$ cat src/rtl/cp0_reg.sv
// cp0_reg: OpenMIPS coprocessor-0 register file.
// Count/Compare timer, Status, Cause, EPC, exception entry and MFC0 read.
module cp0_reg #(
    parameter logic [31:0] PRID_VAL   = 32'h004c0102,
    parameter logic [31:0] CONFIG_VAL = 32'h00008000
) (
    input  logic        clk,
    input  logic        rst,
    input  logic        we_i,
    input  logic [4:0]  waddr_i,
    input  logic [31:0] data_i,
    input  logic [4:0]  raddr_i,
    input  logic [5:0]  int_i,
    input  logic [31:0] excepttype_i,
    input  logic [31:0] current_inst_addr_i,
    input  logic        is_in_delayslot_i,
    output logic [31:0] data_o,
    output logic [31:0] count_o,
    output logic [31:0] compare_o,
    output logic [31:0] status_o,
    output logic [31:0] cause_o,
    output logic [31:0] epc_o,
    output logic [31:0] config_o,
    output logic [31:0] prid_o,
    output logic        timer_int_o
);

    localparam logic [4:0] R_COUNT   = 5'd9;
    localparam logic [4:0] R_COMPARE = 5'd11;
    localparam logic [4:0] R_STATUS  = 5'd12;
    localparam logic [4:0] R_CAUSE   = 5'd13;
    localparam logic [4:0] R_EPC     = 5'd14;
    localparam logic [4:0] R_PRID    = 5'd15;
    localparam logic [4:0] R_CONFIG  = 5'd16;

    localparam logic [31:0] EX_INT  = 32'h1;
    localparam logic [31:0] EX_SYS  = 32'h8;
    localparam logic [31:0] EX_RI   = 32'ha;
    localparam logic [31:0] EX_TRAP = 32'hd;
    localparam logic [31:0] EX_OV   = 32'hc;
    localparam logic [31:0] EX_ERET = 32'he;

    // Cause bits software may write: IV, WP, IP1..0
    localparam logic [31:0] CAUSE_WMASK = 32'h00C00300;

    logic        exc_take;
    logic [4:0]  exc_code;
    logic [31:0] cause_wr;

    assign config_o = CONFIG_VAL;
    assign prid_o   = PRID_VAL;

    assign cause_wr = (cause_o & ~CAUSE_WMASK) | (data_i & CAUSE_WMASK);

    // Classify the MEM-stage exception and pick its ExcCode
    always_comb begin
        exc_take = 1'b1;
        exc_code = 5'd0;
        case (excepttype_i)
            EX_INT:  exc_code = 5'd0;
            EX_SYS:  exc_code = 5'd8;
            EX_RI:   exc_code = 5'd10;
            EX_TRAP: exc_code = 5'd13;
            EX_OV:   exc_code = 5'd12;
            default: exc_take = 1'b0;
        endcase
    end

    // Register state; exception/ERET updates come last so they win
    always_ff @(posedge clk) begin
        if (rst) begin
            count_o     <= 32'h0;
            compare_o   <= 32'h0;
            status_o    <= 32'h10000000;
            cause_o     <= 32'h0;
            epc_o       <= 32'h0;
            timer_int_o <= 1'b0;
        end else begin
            count_o        <= count_o + 32'd1;
            cause_o[15:10] <= int_i;
            if (compare_o != 32'h0 && count_o == compare_o) begin
                timer_int_o <= 1'b1;
            end
            if (we_i) begin
                case (waddr_i)
                    R_COUNT:   count_o <= data_i;
                    R_COMPARE: begin
                        compare_o   <= data_i;
                        timer_int_o <= 1'b0;
                    end
                    R_STATUS:  status_o <= data_i;
                    R_CAUSE:   begin
                        cause_o[9:8]   <= data_i[9:8];
                        cause_o[23:22] <= data_i[23:22];
                    end
                    R_EPC:     epc_o <= data_i;
                    default:   ;
                endcase
            end
            if (exc_take) begin
                if (!status_o[1]) begin
                    if (is_in_delayslot_i) begin
                        epc_o      <= current_inst_addr_i - 32'd4;
                        cause_o[31] <= 1'b1;
                    end else begin
                        epc_o      <= current_inst_addr_i;
                        cause_o[31] <= 1'b0;
                    end
                end
                status_o[1]  <= 1'b1;
                cause_o[6:2] <= exc_code;
            end else if (excepttype_i == EX_ERET) begin
                status_o[1] <= 1'b0;
            end
        end
    end

    // MFC0 read with forwarding of a same-cycle write
    always_comb begin
        data_o = 32'h0;
        if (rst) begin
            data_o = 32'h0;
        end else begin
            case (raddr_i)
                R_COUNT:   data_o = count_o;
                R_COMPARE: data_o = compare_o;
                R_STATUS:  data_o = status_o;
                R_CAUSE:   data_o = cause_o;
                R_EPC:     data_o = epc_o;
                R_PRID:    data_o = PRID_VAL;
                R_CONFIG:  data_o = CONFIG_VAL;
                default:   data_o = 32'h0;
            endcase
            if (we_i && waddr_i == raddr_i) begin
                case (raddr_i)
                    R_COUNT, R_COMPARE,
                    R_STATUS, R_EPC: data_o = data_i;
                    R_CAUSE:         data_o = cause_wr;
                    default:         ;
                endcase
            end
        end
    end

endmodule

$ cat config.mk
export PLATFORM = sky130hd
export DESIGN_NAME = cp0_reg
export DESIGN_NICKNAME = d
export VERILOG_FILES = /design/src/rtl/cp0_reg.sv
export SDC_FILE = /design/constraint.sdc
export NUM_CORES = 1
export LEC_CHECK = 0
export ABC_AREA = 1
export CAP_MARGIN = 20
export CORE_MARGIN = 2
export CORE_UTILIZATION = 46
export CTS_CLUSTER_DIAMETER = 200
export DETAILED_ROUTE_END_ITERATION = 8
export PLACE_DENSITY = 0.81
export SKIP_LAST_GASP = 1
export SLEW_MARGIN = 20
export SYNTH_ARGS = -nofsm -noshare
export SYNTH_HDL_FRONTEND = slang
export SYNTH_SLANG_ARGS = --single-unit
$ cat constraint.sdc
create_clock -name clk -period 2 [get_ports clk]
set_input_delay 0.3 -clock clk [delete_from_list [all_inputs] [get_ports clk]]
set_output_delay 0.3 -clock clk [all_outputs]
set_load 0.03 [all_outputs]
---- After elaboration in Yosys (flattened, before gate mapping) ----
Cells that the tools add are included.
word-level totals
  register bits ........................... 145
  logic and storage cells ................. 67
  output and inout port bits .............. 257
operators by class
  multiplexer cells ....................... 21
  equality and inequality tests ........... 20
  reductions and logical operators ........ 12
  bitwise operators ....................... 2
  $add $sub $neg .......................... 2
operator list
  kind                                                                  number
  32-bit two-way mux                                                    9
  32-bit one-hot mux with 7 select lines                                1
  32-bit by 4-bit == test with 1-bit output, second input constant      5
  32-bit one-hot mux with 2 select lines                                1
  5-bit by 4-bit == test with 1-bit output, second input constant       11
  32-bit by 1-bit adder with 32-bit output, second input constant       1
  32-bit by 1-bit == test with 1-bit output, second input constant      1
  32-bit == test                                                        1
  32-bit by 24-bit OR with 32-bit output                                1
  32-bit nonzero test                                                   1
  32-bit by 3-bit subtractor with 32-bit output, second input constant  1
  4-bit one-hot mux with 4 select lines                                 1
  2-bit AND reduction                                                   5
  1-bit two-way mux                                                     7
  3-bit nonzero test                                                    2
  5-bit == test                                                         1
  5-bit == test, second input constant                                  1
  5-bit OR reduction                                                    1
  2-bit two-way mux                                                     2
  4-bit OR reduction                                                    1
  1-bit logical AND                                                     2
  1-bit inverter                                                        1

---- Logic depth before layout (Yosys ltp) ----
  word-level depth ........................ 5
  mapped depth ............................ 13
  gate-level depth less buffers ........... 13

---- Least setup slack after synthesis ----
No wires, ideal clock.
  kind .................................... input port to output port
  from .................................... input raddr_i[3]
  to ...................................... output data_o[7]
  buffers on the path ..................... 1
  arrival ................................. 1.639 ns
  required time ........................... 1.700 ns
  slack ................................... 0.061 ns
  cell stages on the path ................. 11
  cell sequence ........................... inv_2 > nor2_2 > nand2_1 > nor2_4 > buf_2 > nand2_1 > o21ai_1 > a21oi_1 > o211ai_2 > nand2_1 > nor2_1
on the way
  word-level cells in the longest chain between the ends .. 5
ends and longest elaborated chain
  what                                                                          RTL line  RTL
  start: declaration                                                            12        input logic [4:0] raddr_i,
  5-bit == test (tied with other cells)                                         124       case (raddr_i)
  32-bit one-hot mux with 7 select lines or 4-bit OR reduction (tied branches)  124, 135
  32-bit one-hot mux with 2 select lines                                        135       case (raddr_i)
  32-bit two-way mux (*)                                                        134       if (we_i && waddr_i == raddr_i) begin
  32-bit two-way mux (*)                                                        121       if (rst) begin
  end: declaration                                                              17        output logic [31:0] data_o,
Every way passes the cells marked *; elsewhere a longest branch is shown, timed or not.

---- Worst setup path in the final report ----
  from .................................... input raddr_i[2]
  to ...................................... output data_o[28]
Same word-level chain as after synthesis.

==> results.sh <==
export IMPL_outcome="finished, violations left"
export IMPL_violations="negative setup slack"
export IMPL_dr_first_iter_drc_count=1401
export IMPL_synthAdderAreaFrac_pct=0.246
export IMPL_vdd_drop_max_v=0.000547
export IMPL_synth_top_family_by_area="simple AND/OR/NAND/NOR gates"
export IMPL_grt_busiest_layer="met2"
export IMPL_wl_per_cell_um=19.5
export IMPL_synth_xor_area_share_pct=5.17
export IMPL_synth_cells=1632
export IMPL_dp_hpwl_um=35300
export IMPL_initial_core_util_pct=46.7
export IMPL_h_tree_depth=4
export IMPL_crit_arrival_ns=1.80
export IMPL_viasPerCell=5.46
export IMPL_min_delay_path_depth=2
export IMPL_final_nets=2193
export IMPL_holdWs_ns=0.205
export IMPL_dieArea_sq_um=23300
export IMPL_setup_viol=31
export IMPL_tightest_slew_ns=0.519
export IMPL_vias=12900
export IMPL_slowest_delay_ns=0.31
export IMPL_grt_use_met2_pct=60.3
export IMPL_fill_cells=1802
export IMPL_p_leak_uw=0.00723
export IMPL_cts_sinks=144
export IMPL_grt_use_met3_pct=9.39
export IMPL_yosysWarnings=0
export IMPL_post_route_period_util_pct=105
export IMPL_fp_row_count=54
export IMPL_cts_tree="built"
export IMPL_critPathMaxFanout=7
export IMPL_synth_seq_area_share_pct=28.4
export IMPL_n_antenna_cell=0
export IMPL_antenna_left=0
export IMPL_critPathLaunchType="input pin"
export IMPL_cts_path_max_buffers=2
export IMPL_synthArstFlopShare_pct=0
export IMPL_grtUsageTotal_pct=37.3
export IMPL_cp_top_family="simple AND/OR/NAND/NOR gates"
export IMPL_io_pins=373
export IMPL_end_kind="output port"
export IMPL_grt_max_degree=84
export IMPL_max_cap_violations=0
export IMPL_synthMuxAreaShare_pct=0.493
export IMPL_synth_area_per_cell_sq_um=6.22
export IMPL_min_from="rst"
export IMPL_placedCellCount=2324
export IMPL_power_per_cell_area_nw_per_um2=519
export IMPL_drc=0
export IMPL_slew_headroom_pct=65.1
export IMPL_r2r_end="count_o[23]"
export IMPL_path_common_cell="buf_8"
export IMPL_reg2regPathDepth=9
export IMPL_coreArea_sq_um=21800
export IMPL_min_to="count_o[7]"
export IMPL_r2r_slack_ns=0.10
export IMPL_grt_pass1_vias=11900
export IMPL_synth_edf_count=0
export IMPL_yosysUniqueCellTypes=49
export IMPL_synthSimpleGateAreaFrac_pct=30.2
export IMPL_routed_wirelength_um=46200
export IMPL_cts_buffers=17
export IMPL_syn2layout_area_growth_pct=57.5
export IMPL_critPathRequiredTime_ns=1.70
export IMPL_path_clk_slew_ns=0.06
export IMPL_tns_ns=-1.77
export IMPL_synth_seq_cells=144
export IMPL_worst_path_buf_inv=5
export IMPL_worst_slack_ns=-0.104
export IMPL_rsz0062_at_grt="yes"
export IMPL_antenna_found_initial=1
export IMPL_synth_compound_area_share_pct=19.1
export IMPL_fp_dieW_um=153
export IMPL_maxSlewViolCount=0
export IMPL_gp_congestion=1.09
export IMPL_overflow=0
export IMPL_synthFlopType="dfxtp_1"
export IMPL_maxClockFrequency_mhz=475
export IMPL_met1_usage_pct=48.8
export IMPL_ctsRootBufferMaster="clkbuf_16"
export IMPL_first_pass_iters=7
export IMPL_period_needed_ns=2.10
export IMPL_finalHoldViolCount=0
export IMPL_layoutNonFillerInstCount=2368
export IMPL_worstReg2RegStart="count_o[1]"
export IMPL_critPathSlowestCell="nor4_4"
export IMPL_skew_ns=0.00986
export IMPL_io_buffers=291
export IMPL_die_h_um=153
export IMPL_criticalPathCategory="input pin to output port"
export IMPL_cp_cell_sequence="buf_8 -> inv_4 -> buf_6 -> o21ai_4 -> nor4_4 -> nand2_4 -> buf_8 -> nand4_1 -> nand2_2 -> nor2_4 -> buf_12"
export IMPL_clk_latency_ns=0.43
export IMPL_drive_gt1_share_pct=22.0
export IMPL_grt_pass1_wl_um=68000
export IMPL_syn_area_sq_um=10200
export IMPL_min_path_type="input pin to flop"
[metal layers]
metal | part of all wire [%] | wire length (um) | up-vias
met5 | 0.035 | 16 | -
met4 | 3.4 | 1580 | 2
met3 | 12 | 5470 | 120
met2 | 46 | 21100 | 807
met1 | 39 | 18100 | 5985
li1 | - | - | 6019
[state kept, by name, summed over array words and instances (netlist names)]
| signal | cells |
|---|---|
| epc_o | 32 |
| cause_o | 15 |
| timer_int_o | 1 |
| compare_o | 32 |
| count_o | 32 |
| status_o | 32 |
[area by class of cell]
class / instances / area (sq um) / area share, %
Multi-Input combinational cell: 1226 / 6490 / 40.6
Timing Repair Buffer: 500 / 4870 / 30.4
Sequential cell: 144 / 2880 / 18.0
Inverter: 186 / 726 / 4.53
Clock buffer: 19 / 443 / 2.77
Tap cell: 280 / 350 / 2.19
Clock inverter: 13 / 234 / 1.46
[cells in the mapped netlist (all sizes together) (2+ instances only)]
| cell | instances | area [sq um] |
|---|---|---|
| nor3 | 20 | 105 |
| or2 | 3 | 18.8 |
| nand2 | 336 | 1270 |
| nor2 | 233 | 932 |
| o21ai | 180 | 901 |
| o211ai | 19 | 163 |
| a22oi | 15 | 113 |
| a21oi | 121 | 606 |
| inv | 179 | 672 |
| nand3b | 5 | 37.5 |
| a31oi | 4 | 25.0 |
| mux2i | 5 | 50.1 |
| xnor2 | 24 | 210 |
| nand3 | 88 | 463 |
| xor2 | 36 | 315 |
| buf | 116 | 811 |
| o22ai | 6 | 37.5 |
| conb | 2 | 7.51 |
| clkinv | 7 | 32.5 |
| nand4 | 24 | 156 |
| ha | 2 | 25.0 |
| a211oi | 3 | 22.5 |
| clkbuf | 39 | 146 |
| dfxtp | 144 | 2880 |
| nor4 | 10 | 68.8 |
| o2111ai | 2 | 17.5 |
| o21bai | 5 | 37.5 |
[power by group]
| group | internal, uW | total [uW] | switching, uW |
|---|---|---|---|
| registers | 2910 | 2970 | 54.8 |
| logic | 634 | 1600 | 963 |
| clock network | 2380 | 3740 | 1360 |
| total | 5930 | 8300 | 2380 |
[timing repair]
action	in CTS	in global routing
cloned	6	4
endpoints found under the hold margin	0	0
gates resized for setup	141	118
buffers inserted	10	3
hold buffers	0	0
setup endpoints to repair	35	41
pin swaps	45	54
[cells by family after synthesis]
kind of cell | count (synthesis)
XOR/XNOR | 60
AND/OR/NAND/NOR | 721
multiplexers | 5
other | 2
buffers and inverters | 341
flip-flops | 144
adder cells (fa/ha/maj) | 2
AO/OA/AOI/OAI | 357
[metrics by stage]
stage	total power, uW	setup WS (ns)	utilization [%]	cell area, sq um
after floorplan	3850	0.0612	-	10500
after global placement	4470	-0.640	66.2	14400
after detailed placement	4480	-0.652	66.2	14400
after CTS	8200	-0.0609	71.7	15600
after global routing	8510	-0.148	73.6	16000
final	8300	-0.104	73.6	16000
[worst max path at each step]
stage / from / end / slack (ns) / cells past startpoint
CTS: compare_o[25] / data_o[25] / -0.06 / 8
global placement: raddr_i[1] / data_o[25] / -0.64 / 12
detailed placement: raddr_i[1] / data_o[25] / -0.65 / 12
global route: raddr_i[2] / data_o[28] / -0.15 / 11
floorplan: raddr_i[3] / data_o[7] / 0.06 / 11
finish: raddr_i[2] / data_o[28] / -0.10 / 11
[cell usage in the layout (no fill, tap or decap), types with 21 or more instances in the layout]
cell,netlist,routed
o21ai_1,101,83
o21ai_0,79,67
clkdlybuf4s50_1,0,236
a21oi_1,121,109
xor2_1,36,35
buf_6,3,23
nor2_1,216,199
nand4_1,23,23
buf_4,86,195
nand3_1,85,77
nand2_1,333,292
nand2_2,2,31
conb_1,2,81
xnor2_1,24,24
o21ai_2,0,24
inv_1,156,155
buf_12,0,21
dfxtp_1,144,143
(Power assumes the default switching activity.)
